==> src/rtl/dct_seq_pkg.sv <==
// dct_seq_pkg: state encoding and block-size helpers shared by the transform sequencer
package dct_seq_pkg;
  typedef enum logic [2:0] {IDLE, CLR, RD, MAC, RESULT} state_e;
  localparam int DEF_LOG2N = 3;
  function automatic int n_of(input int log2n);
    return 1 << log2n;
  endfunction
  function automatic int aw_of(input int log2n);
    return 2 * log2n;
  endfunction
endpackage

==> src/rtl/dct_idx_cnt.sv <==
// dct_idx_cnt: 2-D wrap counter, col steps fastest and row advances on col wrap
module dct_idx_cnt #(
  parameter int LOG2N = 3
) (
  input  logic             clk,
  input  logic             rst,
  input  logic             clr,
  input  logic             inc,
  output logic [LOG2N-1:0] row,
  output logic [LOG2N-1:0] col,
  output logic             last
);
  logic [LOG2N-1:0] row_q, row_d, col_q, col_d;
  always_comb begin
    col_d = clr ? '0 : inc ? col_q + 1'b1 : col_q;
    row_d = clr ? '0 : (inc && &col_q) ? row_q + 1'b1 : row_q;
  end
  always_ff @(posedge clk or posedge rst)
    if (rst) begin
      row_q <= '0;
      col_q <= '0;
    end else begin
      row_q <= row_d;
      col_q <= col_d;
    end
  assign row  = row_q;
  assign col  = col_q;
  assign last = &{row_q, col_q};
endmodule

==> src/rtl/dct_seq_ctrl.sv <==
// dct_seq_ctrl: walks every (u,v) sample for each (x,y) coefficient, driving sample reads and the MAC.
// Defining DCT_SEQ_STALL_CNT_EN adds stall_cnt, a saturating count of held RD/MAC cycles.
module dct_seq_ctrl
  import dct_seq_pkg::*;
#(
  parameter  int LOG2N = DEF_LOG2N,
  localparam int AW    = aw_of(LOG2N)
) (
  input  logic             clk,
  input  logic             rst_in,
  input  logic             start,
  input  logic             hold,
  input  logic             abort,
  input  logic             out_ready,
  output logic             busy,
  output logic             done,
  output logic             acc_clr,
  output logic             rd_en,
  output logic             act_mac,
  output logic [AW-1:0]    address,
  output logic [LOG2N-1:0] u,
  output logic [LOG2N-1:0] v,
  output logic [LOG2N-1:0] x,
  output logic [LOG2N-1:0] y,
`ifdef DCT_SEQ_STALL_CNT_EN
  output logic [15:0]      stall_cnt,
`endif
  output logic             out_valid
);
  state_e state_q, state_d;
  logic busy_q, done_q, acc_clr_q, rd_en_q, act_mac_q, out_valid_q;
  logic busy_d, done_d, acc_clr_d, rd_en_d, act_mac_d, out_valid_d;
  logic uv_last, xy_last;
  dct_idx_cnt #(.LOG2N(LOG2N)) u_uv (
    .clk(clk), .rst(rst_in),
    .clr(state_d == IDLE || state_d == CLR),
    .inc(state_q == MAC && !hold),
    .row(u), .col(v), .last(uv_last)
  );
  dct_idx_cnt #(.LOG2N(LOG2N)) u_xy (
    .clk(clk), .rst(rst_in),
    .clr(state_d == IDLE),
    .inc(state_q == RESULT && out_ready),
    .row(y), .col(x), .last(xy_last)
  );
  always_comb
    state_d = abort                ? IDLE :
              state_q == IDLE      ? (start ? CLR : IDLE) :
              state_q == CLR       ? RD :
              state_q == RD        ? (hold ? RD : MAC) :
              state_q == MAC       ? (hold ? MAC : uv_last ? RESULT : RD) :
              state_q == RESULT    ? (!out_ready ? RESULT : xy_last ? IDLE : CLR) :
                                     IDLE;
  // act_mac fires only on the RD->MAC step, so a held MAC never accumulates twice
  always_comb begin
    busy_d      = state_d != IDLE;
    acc_clr_d   = state_d == CLR;
    rd_en_d     = state_d == RD || state_d == MAC;
    act_mac_d   = state_d == MAC && state_q == RD;
    out_valid_d = state_d == RESULT;
    done_d      = !abort && state_q == RESULT && out_ready && xy_last;
  end
  always_ff @(posedge clk or posedge rst_in)
    if (rst_in) begin
      state_q     <= IDLE;
      busy_q      <= 1'b0;
      done_q      <= 1'b0;
      acc_clr_q   <= 1'b0;
      rd_en_q     <= 1'b0;
      act_mac_q   <= 1'b0;
      out_valid_q <= 1'b0;
    end else begin
      state_q     <= state_d;
      busy_q      <= busy_d;
      done_q      <= done_d;
      acc_clr_q   <= acc_clr_d;
      rd_en_q     <= rd_en_d;
      act_mac_q   <= act_mac_d;
      out_valid_q <= out_valid_d;
    end
  assign busy      = busy_q;
  assign done      = done_q;
  assign acc_clr   = acc_clr_q;
  assign rd_en     = rd_en_q;
  assign act_mac   = act_mac_q;
  assign out_valid = out_valid_q;
  assign address   = {u, v};
`ifdef DCT_SEQ_STALL_CNT_EN
  logic [15:0] stall_q, stall_d;
  always_comb
    stall_d = (state_q == IDLE && start && !abort) ? '0 :
              (hold && (state_q == RD || state_q == MAC) && ~&stall_q) ? stall_q + 16'd1 :
              stall_q;
  always_ff @(posedge clk or posedge rst_in)
    if (rst_in) stall_q <= '0;
    else stall_q <= stall_d;
  assign stall_cnt = stall_q;
`endif
endmodule

==> config.mk <==
export PLATFORM = sky130hd
export DESIGN_NAME = dct_seq_ctrl
export DESIGN_NICKNAME = d
export VERILOG_FILES = /design/src/rtl/dct_seq_pkg.sv /design/src/rtl/dct_idx_cnt.sv /design/src/rtl/dct_seq_ctrl.sv
export SDC_FILE = /design/constraint.sdc
export NUM_CORES = 1
export LEC_CHECK = 0
export CAP_MARGIN = 20
export CORE_MARGIN = 2
export CORE_UTILIZATION = 50
export CTS_BUF_LIST = sky130_fd_sc_hd__clkbuf_16
export CTS_CLUSTER_SIZE = 12
export DETAILED_ROUTE_END_ITERATION = 8
export GPL_TIMING_DRIVEN = 0
export PLACE_DENSITY = 0.83
export SYNTH_ARGS = -nofsm -noshare
export SYNTH_HDL_FRONTEND = slang
export SYNTH_SLANG_ARGS = --single-unit
==> constraint.sdc <==
create_clock -name clk -period 4.5 [get_ports clk]
set_clock_uncertainty 0.15 [all_clocks]
set_input_delay 0.45 -clock clk [delete_from_list [all_inputs] [get_ports clk]]
set_output_delay 0.45 -clock clk [all_outputs]
set_load 0.02 [all_outputs]
==> key figures, run 1 <==
Floorplanning
  – # rows: 16
  – I/O pin count: 30
  – Die Ht: 50.1 µm
  – CORE AREA: 1980 µm²
  – Die ar.: 2510 µm²
  – DIE WIDTH: 50.1 µm
  – Initial core utilization: 0.537

Synth
  – Syn_nets: 112
  – Post-synthesis cell area: 1060 µm²
  – Seq/Total Area, Yosys: 0.494
  – Syn Inst Count: 100
  – Cell taking the most area after synthesis: dfrtp_1
  – Warnings from Yosys: 0
  – Post-synth cell types: 32
  – Syn Area/Cell: 10.6 µm²
  – Seq cells post-synth: 21
  – Post-synth EDFFs: 0
  – Most frequent cell after synthesis: dfrtp_1
  – Top cells by area, synth: dfrtp_1, ha_1, buf_4
  – Post-synth ARST share: 1.00
  – Dominant synthesized flop cell: dfrtp_1
  – Yosys top cell area share: 0.494
  – Top cells by count, synth: dfrtp_1, nor2_1, nand2_1

Setup path
  – Worst EP arrival: 1990 ps
  – Setup CP Type: in2reg
  – Critical path, cell by cell: clkdlybuf4s50_1 > nand4bb_1 > a31oi_1 > o21ai_1 > nor4b_2
  – Delay of the slowest cell on the worst path: 560 ps
  – Critical path's slowest cell: clkdlybuf4s50_1
  – Critical-path maximum fanout: 4
  – WP data required: 4500 ps
  – CP Capture Type: flop
  – Element type at the critical path start: primary input

Global routing
  – Pin count of the biggest net entering global routing: 22
  – Initial antenna violation count: 0
  – Met3 Usage GRT: 0.0298
  – Met2 Track Usage GR: 0.305
  – Grt peak-use layer: met2
  – Met1 GRT Util: 0.230
  – First-pass GRT wire length: 3460 µm
  – GR Util All Layers: 0.184
  – Total global routing overflow: 0
  – Vias in the first global route: 774

Timing
  – Hold Violations, Final: 0
  – Final WS setup: 2510 ps
  – Final period utilization: 0.443
  – RSZ-0062 raised after global routing: false
  – Relative slew slack: 0.502
  – Actual slew at the worst max-slew pin: 746 ps
  – Fin. max-slew vios: 0
  – Period minus WS final: 1990 ps
  – Setup_tns: 0 ps
  – Final setup viols: 0
  – Maximum clock frequency: 502 MHz

CTS
  – # hold bufs at CTS: 0
  – Worst skew pair latency: 250 ps
  – Setup bufs post-CTS: 0
  – Sink Count: 21
  – Post-cts resize count: 0
  – CTS Root Cell: clkbuf_16
  – CTS H-tree depth: 1
  – CTS tree: built
  – Clk slew on worst S/H paths: 50 ps
  – Max Buffers Root-to-Sink: 2
  – CTS Buf Count: 3

Placement
  – Buffers added on ports: 29
  – Pre-CTS setup slack: 2300 ps
  – Hpwl dp: 1490 µm
  – Placer Congestion: 0.826
  – Post-Place Cells: 156

Drt
  – WL/cell: 12.5 µm
  – Vias per cell: 5.07
  – ANT nets after route: 0
  – Routed WL: 2000 µm
  – Initial drt markers: 15
  – DR pass1 iterations: 5
  – Via Count: 811
  – Residual DRC: 0

Cells and area
  – Layout cells sized above 1: 0.135
  – Layout fillers: 127
  – Final #Nets: 146
  – Finished Core Util: 0.741
  – Layout area overhead: 38.0%
  – Final std cells w/o fill: 160
  – Antenna cells: 0

Power and ir drop
  – Maximum vdd drop: 0.233 mV
  – Pleak: 0.000668 µW
  – Pwr dens: 307 nW/µm²

Job
  – Max_cap viols: 0

Worst hold path
  – HP Class: reg2reg

Status
  – Status: finished clean
==> layout by cell type (no fill, tap or decap), types with 2 or more instances in the layout <==
master	n
nor2_1	10
a21oi_1	3
mux2i_1	3
inv_1	5
ha_1	6
dfrtp_1	21
buf_2	2
nand2_1	8
xnor2_1	2
xor2_1	4
clkbuf_16	3
nand2b_1	2
buf_4	6
and2_1	2
nor3_1	4
nand3_1	5
clkdlybuf4s50_1	29
==> registers in the layout, indices dropped and copies added, names as in the netlist <==
register   flops
done           1
acc_clr        1
state_q        3
u_xy.row       3
act_mac        1
out_valid      1
busy           1
u_xy.col       3
rd_en          1
u_uv.col       3
u_uv.row       3
==> final timing paths <==
path                          endpoint         from  slack (ps)  cells after the start
max in group asynchronous         done       rst_in        3250                      2
max                            act_mac    out_ready        2510                      5
max reg2reg                u_xy.row[0]   state_q[0]        2700                      5
min reg2reg                u_xy.col[1]  u_xy.col[1]         420                      2
min in group asynchronous  u_uv.col[2]       rst_in         480                      2
min                        u_xy.col[1]  u_xy.col[1]         420                      2
==> cell type report <==
cell class / instances / area (µm²) / share of cell area
sequential: 21 / 526 / 0.358
timing repair buffer: 29 / 290 / 0.198
multi-input combinational: 65 / 454 / 0.309
clock inverter: 1 / 5.00 / 0.00341
clock buffer: 3 / 75.1 / 0.0511
tap: 27 / 33.8 / 0.0230
inverter: 5 / 18.8 / 0.0128
buffer: 9 / 66.3 / 0.0451
==> cell families after synthesis <==
kind of cell	share of synthesized area
mux	0.0282
simple gates	0.195
xor+xnor	0.0494
flops	0.494
buf+inv	0.0799
fa+ha+maj	0.0705
compound gates	0.0834
==> power by group <==
part,leakage [µW],total [µW],internal (µW),switching [µW]
combinational,0.000339,68.7,29.3,39.4
sequential,0.000289,199,197,2.73
clock,0.0000409,183,119,64.0
==> worst max-delay path, delay by kind of cell <==
| kind | cells | cell delay, ps |
|---|---|---|
| buf+inv | 1 | 560 |
| compound gates | 2 | 480 |
| simple gates | 2 | 510 |
==> stage by stage <==
| stage | power (µW) | instance area, µm² | hold WS (ps) |
|---|---|---|---|
| after CTS | 456 | 1470 | 419 |
| after global routing | 473 | 1470 | 444 |
| after floorplan | 247 | 1060 | 277 |
| final | 451 | 1470 | 418 |
| after detailed placement | 271 | 1390 | 407 |
| after global placement | 269 | 1390 | 392 |
==> metal layers <==
layer  wire length (µm)  vias to the layer above
li1                   -                      402
met1                852                      380
met2               1040                       25
met3                 78                        4
met4                 33                        0
met5                  0                        -
Note: power is estimated with default switching activity, not from simulation.
==> run 2, diff against run 1 <==
- CORE_UTILIZATION: 50 -> 46
- PLACE_DENSITY: 0.83 -> 0.77
- clock period: 4.5 -> 2 ns (I/O delays scaled with it)
==> key figures, run 2 (synthesized netlist as in run 1, its figures left out) <==
Cells and area
  – Most frequent cells in the layout: clkdlybuf4s50_1, dfrtp_1, nor2_1
  – Antenna cells: 0 (unchanged)
  – Finished Core Util: 0.670 (-0.0707)
  – Final #Nets: 146 (unchanged)
  – Layout area overhead: 38.0% (unchanged)
  – Most common cell after layout, fill and taps aside: clkdlybuf4s50_1
  – Layout cells sized above 1: 0.128 (-0.00752)

Timing
  – Final setup viols: 0 (unchanged)
  – RSZ-0062 raised after global routing: false
  – Relative slew slack: 0.487 (-0.0153)
  – Maximum clock frequency: 557 MHz
  – Hold Violations, Final: 0 (unchanged)
  – Actual slew at the worst max-slew pin: 769 ps (+22.9 ps)
  – Setup_tns: 0 ps (unchanged)
  – Fin. max-slew vios: 0 (unchanged)
  – Period minus WS final: 1800 ps
  – Final WS setup: 203 ps (-2310 ps)
  – Final period utilization: 0.898

CTS
  – CTS H-tree depth: 1 (unchanged)
  – Worst skew pair latency: 250 ps (about the same)
  – Clk slew on worst S/H paths: 50 ps (about the same)
  – Post-cts resize count: 0 (unchanged)
  – # hold bufs at CTS: 0 (unchanged)
  – CTS Buf Count: 3 (unchanged)
  – Setup bufs post-CTS: 0 (unchanged)
  – CTS Root Cell: clkbuf_16
  – CTS tree: built
  – Sink Count: 21 (unchanged)
  – Max Buffers Root-to-Sink: 2 (unchanged)

Setup path
  – Critical-path maximum fanout: 9 (+5)
  – R2R Path End: u_xy.row[0]
  – Worst r2r src: state_q[0]
  – CP Capture Type: flop
  – Worst EP arrival: 1760 ps (-230 ps)
  – Worst r2r path cells: 5 (unchanged)
  – WP data required: 1960 ps (-2540 ps)
  – Element type at the critical path start: flop
  – Setup CP Type: reg2reg
  – Reg2Reg Setup Slack: 200 ps (-2500 ps)

Job
  – Max_cap viols: 0 (unchanged)

Drt
  – Routed wl met2: 1010 µm (-2.7%)
  – Vias per cell: 5.12 (+1.1%)
  – Via Count: 825 (+1.7%)
  – Routed WL: 2010 µm (+0.55%)
  – M1 wire length: 860 µm (+0.94%)
  – WL/cell: 12.5 µm (about the same)
  – DR WL met3: 91 µm (+17%)
  – Uppermost layer routed: met4
  – ANT nets after route: 0 (unchanged)
  – Residual DRC: 0 (unchanged)
  – Initial drt markers: 19 (+4)
  – DR pass1 iterations: 4 (-1)

Power and ir drop
  – Pwr dens: 689 nW/µm² (+120%)
  – Pleak: 0.000670 µW (+0.21%)
  – Total chip power: 1010 µW (+120%)
  – Maximum vdd drop: 0.564 mV (+140%)

Global routing
  – GR Util All Layers: 0.180 (-0.00392)
  – Vias in the first global route: 839 (+8.4%)
  – Initial antenna violation count: 0 (unchanged)
  – First-pass GRT wire length: 3570 µm (+3.2%)
  – Total global routing overflow: 0 (unchanged)
  – Pin count of the biggest net entering global routing: 22 (unchanged)

Placement
  – Buffers added on ports: 29 (unchanged)
  – Pre-CTS setup slack: 107 ps (-2190 ps)
  – Hpwl dp: 1510 µm (+1.5%)
  – Placer Congestion: 0.767 (-7.2%)

Floorplanning
  – Die ar.: 2720 µm² (+8.0%)
  – # rows: 17 (+1)
  – CORE AREA: 2190 µm² (+11%)
  – DIE WIDTH: 52.1 µm (+3.9%)
  – Die Ht: 52.1 µm (+3.9%)
  – Initial core utilization: 0.486 (-0.0512)
  – I/O pin count: 30 (unchanged)

Status
  – Status: finished clean

Worst hold path
  – HP Class: in2async
-- run 2: area by class of cell --
cell class                 instances  area [µm²]
timing repair buffer              29         290
multi-input combinational         65         454
clock inverter                     1        3.75
clock buffer                       3        75.1
fill                             179         722
buffer                             9        66.3
sequential                        21         526
tap                               28        35.0
inverter                           5        18.8
-- run 2: critical path: stages, from the launching register on --
cell	delay (ps)
dfrtp_1	360
buf_2	170
o21bai_1	220
o21ai_2	110
o31ai_2	530
nor2_1	110
-- run 2: report_power, final --
group	switching (µW)	total, µW	internal, µW
sequential	7.02	450	442
clock	144	410	266
combinational	87.6	153	65.8
-- run 2: metal layers --
metal  global-route usage  vias up
met1                0.208      393
li1                     -      403
met2                0.308       24
met5                    0        -
met3               0.0259        5
met4                0.114        0
-- run 2: how the worst max path moves through the flow --
stage	startpoint	to	slack, ps	cells past startpoint
after floorplan	u_xy.col[0]	act_mac	330	5
after global placement	out_ready	u_xy.row[0]	80	5
after detailed placement	out_ready	u_xy.row[0]	110	5
after CTS	state_q[0]	u_xy.row[0]	200	5
after global routing	state_q[0]	u_xy.col[1]	30	5
final	state_q[0]	u_xy.row[0]	200	5
-- run 2: through the flow --
step	std cells	instance area, µm²	hold WS, ps
2_1_floorplan	100	1060	26.5
3_5_place_dp	157	1390	407
6_report	161	1470	235
3_3_place_gp	157	1390	394
5_1_grt	161	1470	323
4_1_cts	161	1470	271
==> run 3, diff against run 2 <==
- CORE_UTILIZATION: 46 -> 60
- CTS_CLUSTER_SIZE: 12 -> unset
- DONT_BUFFER_PORTS: unset -> 1
- GPL_TIMING_DRIVEN: 0 -> unset
- PLACE_DENSITY: 0.77 -> 0.76
==> key figures, run 3 (synthesized netlist as in run 1, its figures left out) <==
CTS
  – CTS Buf Count: 3 (unchanged)
  – Setup bufs post-CTS: 0 (unchanged)
  – CTS Root Cell: clkbuf_16
  – Clk slew on worst S/H paths: 50 ps (about the same)
  – Sink Count: 21 (unchanged)
  – CTS tree: built
  – CTS H-tree depth: 1 (unchanged)
  – Worst skew pair latency: 250 ps (about the same)
  – Max Buffers Root-to-Sink: 2 (unchanged)

Power and ir drop
  – Reg power frac: 0.491 (+0.047)
  – Pwr dens: 822 nW/µm² (+19%)
  – Pleak: 0.000571 µW (-15%)
  – Maximum vdd drop: 0.352 mV (-37%)
  – Clk pwr share: 0.416 (+0.012)
  – Sw Share: 0.233 (-0.00215)
  – Combinational share of power: 0.093 (-0.059)
  – Internal power: 743 µW (-4.1%)
  – NetSw: 226 µW (-5.2%)

Timing
  – Maximum clock frequency: 549 MHz (-1.3%)
  – Period minus WS final: 1820 ps (+23.2 ps)
  – Relative slew slack: 0.492 (+0.00529)
  – Fin. max-slew vios: 0 (unchanged)
  – RSZ-0062 raised after global routing: false
  – Final period utilization: 0.910 (+0.0116)
  – Setup_tns: 0 ps (unchanged)
  – Hold Violations, Final: 0 (unchanged)
  – Final setup viols: 0 (unchanged)
  – Actual slew at the worst max-slew pin: 761 ps (-7.93 ps)

Cells and area
  – Layout area overhead: 10.7%
  – Most common cell after layout, fill and taps aside: dfrtp_1
  – Antenna cells: 0 (unchanged)
  – Fin area: 1180 µm² (-20%)
  – Final #Nets: 118 (-19%)
  – Layout cells sized above 1: 0.152 (+0.0246)
  – Most frequent cells in the layout: dfrtp_1, nor2_1, nand2_1, buf_4

Placement
  – Placed cell areas: 1080 µm² (-22%)
  – Buffers added on ports: 0 (-100%)
  – Placer Congestion: 0.775 (+0.99%)
  – Hpwl dp: 1390 µm (-7.8%)

Drt
  – Initial drt markers: 23 (+4)
  – ANT nets after route: 0 (unchanged)
  – DR pass1 iterations: 4 (unchanged)
  – Routed WL: 1940 µm (-3.4%)
  – WL/cell: 15.9 µm (+27%)
  – Vias per cell: 6.05 (+18%)
  – Residual DRC: 0 (unchanged)
  – Via Count: 738 (-11%)

Setup path
  – Critical-path maximum fanout: 7 (-2)
  – Element type at the critical path start: flop
  – CP Capture Type: flop
  – WP data required: 1960 ps (about the same)
  – Worst EP arrival: 1780 ps (+20 ps)
  – Setup CP Type: reg2reg

Status
  – Status: finished clean

Floorplanning
  – Initial core utilization: 0.630 (+0.144)
  – Die Ht: 46.1 µm (-11%)
  – DIE WIDTH: 46.1 µm (-11%)
  – I/O pin count: 30 (unchanged)
  – Die ar.: 2130 µm² (-22%)
  – CORE AREA: 1690 µm² (-23%)
  – # rows: 15 (-2)

Global routing
  – Vias in the first global route: 669 (-20%)
  – First-pass GRT wire length: 3020 µm (-15%)
  – Pin count of the biggest net entering global routing: 22 (unchanged)
  – Initial antenna violation count: 0 (unchanged)
  – GR Util All Layers: 0.205 (+0.0247)
  – Total global routing overflow: 0 (unchanged)

Job
  – Max_cap viols: 0 (unchanged)

Worst hold path
  – HP Class: in2reg
==> run 3: cell count changes in the layout (fill, tap and decap cells not counted) <==
| cell | change |
|---|---|
| buf_2 | -2 |
| clkdlybuf4s50_1 | -29 |
| buf_6 | -1 |
| buf_4 | +2 |
| dlygate4sd3_1 | +2 |
==> run 3: worst paths after layout <==
check	from	to	slack (ps)	cells past startpoint
hold reg to reg	state_q[2]	act_mac	470	1
setup / recovery	u_xy.row[0]	u_xy.row[0]	180	4
max in group asynchronous	rst_in	u_uv.col[0]	850	2
hold / removal	out_ready	acc_clr	30	2
min in group asynchronous	rst_in	u_xy.col[1]	370	2
setup reg to reg	u_xy.row[0]	u_xy.row[0]	180	4
==> run 3: per-stage QoR <==
stage	std cells	hold slack [ps]	total power, µW	setup WS (ps)	util
CTS	122	24.9	976	190	0.698
detailed placement	116	122	570	188	0.639
floorplan	100	26.5	556	326	-
global route	122	48.4	1020	94.2	0.698
global placement	116	110	563	294	0.639
finish	122	25.9	968	180	0.698
==> run 3: area by class of cell <==
cell class	count	area, µm²
Clock inverter	1	3.75
Clock buffer	3	75.1
Multi-Input combinational cell	65	454
Fill cell	133	510
Sequential cell	21	526
Inverter	5	18.8
Timing Repair Buffer	10	80.1
Tap cell	17	21.3
==> run 3: timing repair <==
| action | 4_1_cts | 5_1_grt |
|---|---|---|
| gates resized for setup | 0 | 0 |
| hold endpoints to repair | 24 | 0 |
| hold buffers | 2 | 0 |
==> run 3: routing by layer <==
layer | up-vias | share of wire | global-route usage
met3 | 4 | 0.084 | 0.0627
met4 | 0 | 0.013 | 0.0857
met1 | 349 | 0.41 | 0.259
met5 | - | 0 | 0
met2 | 39 | 0.49 | 0.322
li1 | 346 | - | -
==> run 3: power by group through the flow <==
stage          Combinational [µW]  Sequential, µW  Clock, µW
2_1_floorplan                85.1             470          0
3_3_place_gp                 81.8             481          0
3_5_place_dp                 87.0             483          0
4_1_cts                      91.1             476        410
5_1_grt                       101             479        435
6_report                     90.3             475        403
==> run 3: worst max-delay path: stages, from the launching register on <==
cell     delay, ps
dfrtp_1        510
and3_1         240
a31oi_1        140
o31ai_2        520
nor2_1         110
